==> src/rtl/cvp14_pkg.sv <==
// cvp14_pkg: shared definitions for the cvp14 16-bit multicycle core.
//   - DATA_W      : datapath width
//   - OP_*        : 4-bit opcode values held in IR[15:12]
//   - state_e     : control FSM states
//   - sext*       : sign-extension helpers for the immediate fields
package cvp14_pkg;

    localparam int DATA_W = 16;

    localparam logic [3:0] OP_ADD  = 4'h0;
    localparam logic [3:0] OP_SUB  = 4'h1;
    localparam logic [3:0] OP_AND  = 4'h2;
    localparam logic [3:0] OP_NOR  = 4'h3;
    localparam logic [3:0] OP_SLL  = 4'h4;
    localparam logic [3:0] OP_SRL  = 4'h5;
    localparam logic [3:0] OP_LLB  = 4'h6;
    localparam logic [3:0] OP_LHB  = 4'h7;
    localparam logic [3:0] OP_LD   = 4'h8;
    localparam logic [3:0] OP_ST   = 4'h9;
    localparam logic [3:0] OP_BEQZ = 4'hA;
    localparam logic [3:0] OP_BNEZ = 4'hB;
    localparam logic [3:0] OP_JAL  = 4'hC;
    localparam logic [3:0] OP_JR   = 4'hD;
    localparam logic [3:0] OP_NOP  = 4'hE;
    localparam logic [3:0] OP_HLT  = 4'hF;

    typedef enum logic [2:0] {
        FETCH,
        DECODE,
        EXEC,
        MEM,
        LDWB,
        HALT
    } state_e;

    function automatic logic [DATA_W-1:0] sext6(input logic [5:0] v);
        return {{(DATA_W-6){v[5]}}, v};
    endfunction

    function automatic logic [DATA_W-1:0] sext8(input logic [7:0] v);
        return {{(DATA_W-8){v[7]}}, v};
    endfunction

    function automatic logic [DATA_W-1:0] sext9(input logic [8:0] v);
        return {{(DATA_W-9){v[8]}}, v};
    endfunction

    function automatic logic [DATA_W-1:0] sext12(input logic [11:0] v);
        return {{(DATA_W-12){v[11]}}, v};
    endfunction

endpackage

==> src/rtl/cvp14_alu.sv <==
// cvp14_alu: combinational ALU of the cvp14 core.
//   a_i, b_i  : operands (b_i[3:0] is the shift amount for SLL/SRL)
//   op_i      : opcode; any non-ALU opcode produces a_i + b_i
//   result_o  : 16-bit wrapped result
//   ovf_o     : signed overflow, meaningful for ADD and SUB only
module cvp14_alu
    import cvp14_pkg::*;
(
    input  logic [DATA_W-1:0] a_i,
    input  logic [DATA_W-1:0] b_i,
    input  logic [3:0]        op_i,
    output logic [DATA_W-1:0] result_o,
    output logic              ovf_o
);

    always_comb begin
        result_o = a_i + b_i;
        ovf_o    = 1'b0;
        case (op_i)
            OP_ADD: begin
                result_o = a_i + b_i;
                // Same-signed operands producing a differently signed sum.
                ovf_o = (a_i[DATA_W-1] == b_i[DATA_W-1]) &&
                        (result_o[DATA_W-1] != a_i[DATA_W-1]);
            end
            OP_SUB: begin
                result_o = a_i - b_i;
                // Differently signed operands where the result takes b's sign.
                ovf_o = (a_i[DATA_W-1] != b_i[DATA_W-1]) &&
                        (result_o[DATA_W-1] != a_i[DATA_W-1]);
            end
            OP_AND:  result_o = a_i & b_i;
            OP_NOR:  result_o = ~(a_i | b_i);
            OP_SLL:  result_o = a_i << b_i[3:0];
            OP_SRL:  result_o = a_i >> b_i[3:0];
            default: result_o = a_i + b_i;
        endcase
    end

endmodule

==> src/rtl/cvp14_cpu.sv <==
// cvp14_cpu: 16-bit multicycle scalar core with one shared memory port.
//   Clk1     : clock, all state changes on the rising edge
//   Reset    : synchronous active-high reset
//   DataIn   : RAM read data, valid the cycle after RD
//   Addr     : RAM word address (PC, or MAR during MEM)
//   RD / WR  : RAM read / write strobes, never both high
//   V        : overflow flag written by ADD/SUB
//   dataOut  : store data, nonzero only while a store is on the bus
module cvp14_cpu
    import cvp14_pkg::*;
#(
    parameter logic [15:0] RESET_PC = 16'h0000
) (
    input  logic              Clk1,
    input  logic              Reset,
    input  logic [DATA_W-1:0] DataIn,
    output logic [DATA_W-1:0] Addr,
    output logic              RD,
    output logic              WR,
    output logic              V,
    output logic [DATA_W-1:0] dataOut
);

    state_e            state_q;
    logic [DATA_W-1:0] pc_q;
    logic [DATA_W-1:0] ir_q;
    logic [DATA_W-1:0] mar_q;
    logic [DATA_W-1:0] rf_q [8];
    logic              v_q;

    logic [3:0]        op;
    logic [2:0]        rd_idx, rs_idx, rt_idx;
    logic [DATA_W-1:0] rd_val, rs_val, rt_val;
    logic [DATA_W-1:0] alu_b, alu_res, wb_d;
    logic [3:0]        alu_op;
    logic              alu_ovf;
    logic              writes_rd;

    assign op     = ir_q[15:12];
    assign rd_idx = ir_q[11:9];
    assign rs_idx = ir_q[8:6];
    assign rt_idx = ir_q[5:3];

    // R0 is hard-wired to zero on every read port.
    assign rd_val = (rd_idx == 3'd0) ? '0 : rf_q[rd_idx];
    assign rs_val = (rs_idx == 3'd0) ? '0 : rf_q[rs_idx];
    assign rt_val = (rt_idx == 3'd0) ? '0 : rf_q[rt_idx];

    // The ALU also forms LD/ST effective addresses (rs + sext(imm6)).
    always_comb begin
        alu_op = op;
        alu_b  = rt_val;
        if (op == OP_LD || op == OP_ST) begin
            alu_op = OP_ADD;
            alu_b  = sext6(ir_q[5:0]);
        end else if (op == OP_SLL || op == OP_SRL) begin
            alu_b = {{(DATA_W-4){1'b0}}, ir_q[3:0]};
        end
    end

    cvp14_alu u_alu (
        .a_i      (rs_val),
        .b_i      (alu_b),
        .op_i     (alu_op),
        .result_o (alu_res),
        .ovf_o    (alu_ovf)
    );

    always_comb begin
        case (op)
            OP_LLB:  wb_d = sext8(ir_q[7:0]);
            OP_LHB:  wb_d = {ir_q[7:0], rd_val[7:0]};
            default: wb_d = alu_res;
        endcase
    end

    // Opcodes 0..7 all retire in EXEC by writing rd.
    assign writes_rd = (op[3] == 1'b0);

    always_ff @(posedge Clk1) begin
        if (Reset) begin
            state_q <= FETCH;
            pc_q    <= RESET_PC;
            ir_q    <= '0;
            mar_q   <= '0;
            v_q     <= 1'b0;
            for (int i = 0; i < 8; i++) begin
                rf_q[i] <= '0;
            end
        end else begin
            case (state_q)
                FETCH: begin
                    state_q <= DECODE;
                end
                DECODE: begin
                    ir_q    <= DataIn;
                    pc_q    <= pc_q + 16'd1;
                    state_q <= EXEC;
                end
                EXEC: begin
                    state_q <= FETCH;
                    if (writes_rd) begin
                        if (rd_idx != 3'd0) begin
                            rf_q[rd_idx] <= wb_d;
                        end
                        if (op == OP_ADD || op == OP_SUB) begin
                            v_q <= alu_ovf;
                        end
                    end else begin
                        case (op)
                            OP_LD, OP_ST: begin
                                mar_q   <= alu_res;
                                state_q <= MEM;
                            end
                            // pc_q already points past this instruction.
                            OP_BEQZ: if (rd_val == '0) pc_q <= pc_q + sext9(ir_q[8:0]);
                            OP_BNEZ: if (rd_val != '0) pc_q <= pc_q + sext9(ir_q[8:0]);
                            OP_JAL: begin
                                rf_q[7] <= pc_q;
                                pc_q    <= pc_q + sext12(ir_q[11:0]);
                            end
                            OP_JR:   pc_q    <= rs_val;
                            OP_HLT:  state_q <= HALT;
                            default: state_q <= FETCH;
                        endcase
                    end
                end
                MEM: begin
                    state_q <= (op == OP_LD) ? LDWB : FETCH;
                end
                LDWB: begin
                    if (rd_idx != 3'd0) begin
                        rf_q[rd_idx] <= DataIn;
                    end
                    state_q <= FETCH;
                end
                HALT: begin
                    state_q <= HALT;
                end
                default: begin
                    state_q <= FETCH;
                end
            endcase
        end
    end

    // Strobes are qualified with Reset so an asserted reset kills any bus
    // cycle in progress; in particular a store caught in MEM never writes.
    assign RD      = !Reset && ((state_q == FETCH) || (state_q == MEM && op == OP_LD));
    assign WR      = !Reset && (state_q == MEM) && (op == OP_ST);
    assign Addr    = (state_q == MEM) ? mar_q : pc_q;
    assign dataOut = ((state_q == MEM) && (op == OP_ST)) ? rd_val : '0;
    assign V       = v_q;

endmodule

==> config.mk <==
export PLATFORM = sky130hd
export DESIGN_NAME = cvp14_cpu
export DESIGN_NICKNAME = d
export VERILOG_FILES = /design/src/rtl/cvp14_pkg.sv /design/src/rtl/cvp14_alu.sv /design/src/rtl/cvp14_cpu.sv
export SDC_FILE = /design/constraint.sdc
export NUM_CORES = 1
export LEC_CHECK = 0
export BUFFER_PORTS_ARGS = -buffer_cell sky130_fd_sc_hd__buf_2
export CAP_MARGIN = 20
export CORE_MARGIN = 3
export CORE_UTILIZATION = 40
export CTS_BUF_LIST = sky130_fd_sc_hd__clkbuf_8
export DETAILED_ROUTE_END_ITERATION = 16
export GPL_TIMING_DRIVEN = 1
export PLACE_DENSITY_LB_ADDON = 0.2
export SLEW_MARGIN = 25
export SYNTH_ARGS = -nofsm -noshare
export SYNTH_HDL_FRONTEND = slang
export SYNTH_SLANG_ARGS = --single-unit
==> constraint.sdc <==
create_clock -name Clk1 -period 4.7 [get_ports Clk1]
set_input_delay 0.705 -clock Clk1 [delete_from_list [all_inputs] [get_ports Clk1]]
set_output_delay 0.705 -clock Clk1 [all_outputs]
set_load 0.02 [all_outputs]
==> flow_summary.yaml <==
clock_network:
  tritoncts: "done"
  cts_sinks: 189
  cts_buffers: 17
  htree_num_levels: 4
  insertion_delay_ns: 0.54
  clock_path_buffers: 2
  clockRootBuffer: "clkbuf_8"
  cts.clk_slew.worst_paths_ns: 0.12
  cts-hold-fix-buffers: 0
synth:
  synth_cells: 1707
  synth_area_um2: 15530
  synth_common_cells: "nor2_1 (222), nand2_1 (153), mux2i_1 (131), edfxtp_1 (128), a21oi_1 (117)"
  synth_top_area_cell: "edfxtp_1"
  synth.most_common_cell: "nor2_1"
  yosys_warnings: 0
  async_reset_ff_share_pct: 0
  synth-edff-count: 128
  yosys-top-cells-area: "edfxtp_1 (25%), mux4_2 (9.6%), mux2i_1 (8.4%)"
  syn_avg_cell_area_um2: 9.096
  synth_ff_type: "edfxtp_1"
  seq_area_frac_synth_pct: 32.62
  ys_ff_latch: 189
  ys_types: 88
  synth_top_area_share_pct: 24.75
drt:
  vias_per_cell: 6.411
  vias: 14950
  drc_errors: 0
  drtPass1Iterations: 7
  avgRoutedWirePerCell_um: 27.92
  drt-total-wl_mm: 65.09
  drt_iter0_drc: 1847
  postRouteAntennaNets: 0
placement:
  hpwl_mm: 49.02
  routabilityCongestion: 1.024
  place_inst: 2298
  io_buffers: 52
global_routing:
  overflow: 0
  grt_max_degree: 50
  antenna_found_initial: 1
  first_global_vias: 14480
  grt_usage_pct: 31.12
  grt_pass1_wl_mm: 94.85
floorplanning:
  fp.dieW_um: 203.0
  dieArea_um2: 41220
  fp.coreArea_um2: 37930
  io_pins: 53
  die_h_um: 203.0
  rows: 71
  start_util_pct: 40.93
final_layout:
  fin_nets: 1892
  nFillCells: 3742
  area_growth_pct: 13.03
  instances_no_fill: 2331
  layout-drive-gt1-share_pct: 19.73
  antenna_cells: 0
timing:
  setup-violations-final: 0
  relSlewSlack_pct: 36.57
  max_clock_freq_ghz: 0.2218
  slew_violations: 0
  skew_ns: 0.02080
  tightest_slew_ns: 0.9485
  setup-tns-final_ns: 0
  holdWs_ns: 0.4577
  finalHoldViolations: 0
  finalCritPeriodShare_pct: 95.92
  fin_crit_ns: 4.508
setup_path:
  rr_endpoint: "rf_q[7][13]$_DFFE_PP_"
  start_kind: "register"
  endpoint_kind: "register"
  critical_path_class: "register to register"
  crit_required_ns: 5.01
  cp.arrival_ns: 4.81
  r2r_setup_slack_ns: 0.19
  r2r_cells: 15
  path_max_fanout: 12
run:
  maxCapViolCount: 0
power:
  p_leak_nw: 6.575
  vdd_drop_max_mv: 0.2052
  powerDensity_nw_per_um2: 304.0
  power.total_mw: 5.336
run_status:
  status: "finished, final reports clean"
hold_path:
  hold_path.class: "input port to register"
  min_to: "ir_q[2]$_SDFFE_PP0P_"
  hold_start: "DataIn[2]"
  hold_depth: 3
## worst max-delay path by stage
stage | from | to | slack, ns
after global placement | register | rf_q[7][13]$_DFFE_PP_ | -0.21
final | register | rf_q[7][13]$_DFFE_PP_ | 0.19
after floorplan | register | rf_q[7][14]$_DFFE_PP_ | 0.04
after detailed placement | register | rf_q[7][13]$_DFFE_PP_ | -0.15
after global routing | register | rf_q[3][10]$_SDFFCE_PN0P_ | -0.02
after CTS | register | rf_q[7][13]$_DFFE_PP_ | 0.007
## per-layer routing
metal	share of wire (%)	up-vias	routed length (um)	track usage [%]
met5	0	-	0	0
met4	5.9	0	3815	14.70
li1	-	6531	-	-
met3	10	218	6771	7.616
met2	43	934	28180	47.28
met1	40	7262	26330	41.87
## power breakdown
| part | internal, mW | switching, mW | total (mW) | leakage, nW |
|---|---|---|---|---|
| logic | 0.850 | 1.36 | 2.21 | 4.55 |
| clock network | 0.456 | 0.747 | 1.20 | 0.216 |
| registers | 1.84 | 0.0813 | 1.92 | 1.81 |
## sequential cells by signal, indices dropped and copies added, names as in the netlist, named ones only
register  cells
V             1
pc_q         16
ir_q         16
rf_q        128
state_q       3
mar_q        16
## critical path, cell delays in order, from the launching register on
cell,delay (ns)
dfxtp_1,0.57
buf_4,0.38
mux2i_1,0.18
o21ai_0,0.45
inv_1,0.13
ha_1,0.26
a21o_1,0.23
a2111oi_2,0.41
buf_4,0.18
nor3_1,0.09
o31ai_2,0.38
o21ai_0,0.16
o22ai_2,0.32
nand4_1,0.14
buf_4,0.19
a22o_1,0.19
## cell families after synthesis
kind of cell,Yosys count,synth area share (%)
AO/OA/AOI/OAI,439,17.99
XOR/XNOR,25,1.410
adder cells (fa/ha/maj),67,5.544
buffers and inverters,174,4.698
flip-flops,189,32.62
multiplexers,231,20.56
other,1,0.02415
AND/OR/NAND/NOR,581,17.16
## layout make-up
class	instances	area [um^2]	share of cell area, %
Clock buffer	17	234.0	1.333
Clock inverter	15	188.9	1.076
Inverter	56	210.2	1.198
Multi-Input combinational cell	1359	9873	56.26
Sequential cell	189	5072	28.90
Tap cell	511	639.4	3.643
Timing Repair Buffer	184	1333	7.593
## timing repair
item,4_1_cts,5_1_grt
resized for setup,2,14
setup buffers,0,1
setup endpoints to repair,15,62
pin swaps,0,2
## stage by stage
stage / util (%) / instance area [um^2] / setup WS [ns]
2_1_floorplan: - / 15580 / 0.03838
4_1_cts: 46.10 / 17490 / 0.007089
3_3_place_gp: 44.96 / 17050 / -0.2057
5_1_grt: 46.27 / 17550 / -0.01865
3_5_place_dp: 44.98 / 17060 / -0.1475
6_report: 46.27 / 17550 / 0.1918
## placed cells by master, fill, tap and decap left out, types with 7 or more instances in the layout
cell type | netlist | routed
a21o_1 | 18 | 17
and3_1 | 13 | 13
nor2_1 | 222 | 220
a21oi_1 | 117 | 117
nand2b_1 | 27 | 25
mux2_2 | 33 | 33
nor4_1 | 12 | 11
a22oi_1 | 7 | 7
a31oi_1 | 12 | 12
and2_1 | 7 | 7
buf_2 | 19 | 51
nand2_1 | 153 | 153
or3_1 | 12 | 12
mux2i_1 | 131 | 130
inv_1 | 53 | 53
nand3_1 | 34 | 34
xnor2_1 | 18 | 18
clkbuf_8 | 0 | 17
edfxtp_1 | 128 | 128
o21ai_1 | 15 | 17
o31ai_1 | 10 | 8
xor2_1 | 7 | 7
o21ai_0 | 112 | 110
mux4_2 | 66 | 66
o22ai_1 | 28 | 27
ha_1 | 64 | 64
nor2b_1 | 15 | 15
dfxtp_1 | 61 | 57
or2_2 | 8 | 8
nand4_1 | 13 | 13
a211oi_1 | 27 | 27
conb_1 | 1 | 16
buf_4 | 6 | 126
o211ai_1 | 7 | 7
nor3_1 | 35 | 33
Note: power is estimated with default switching activity, not from simulation.
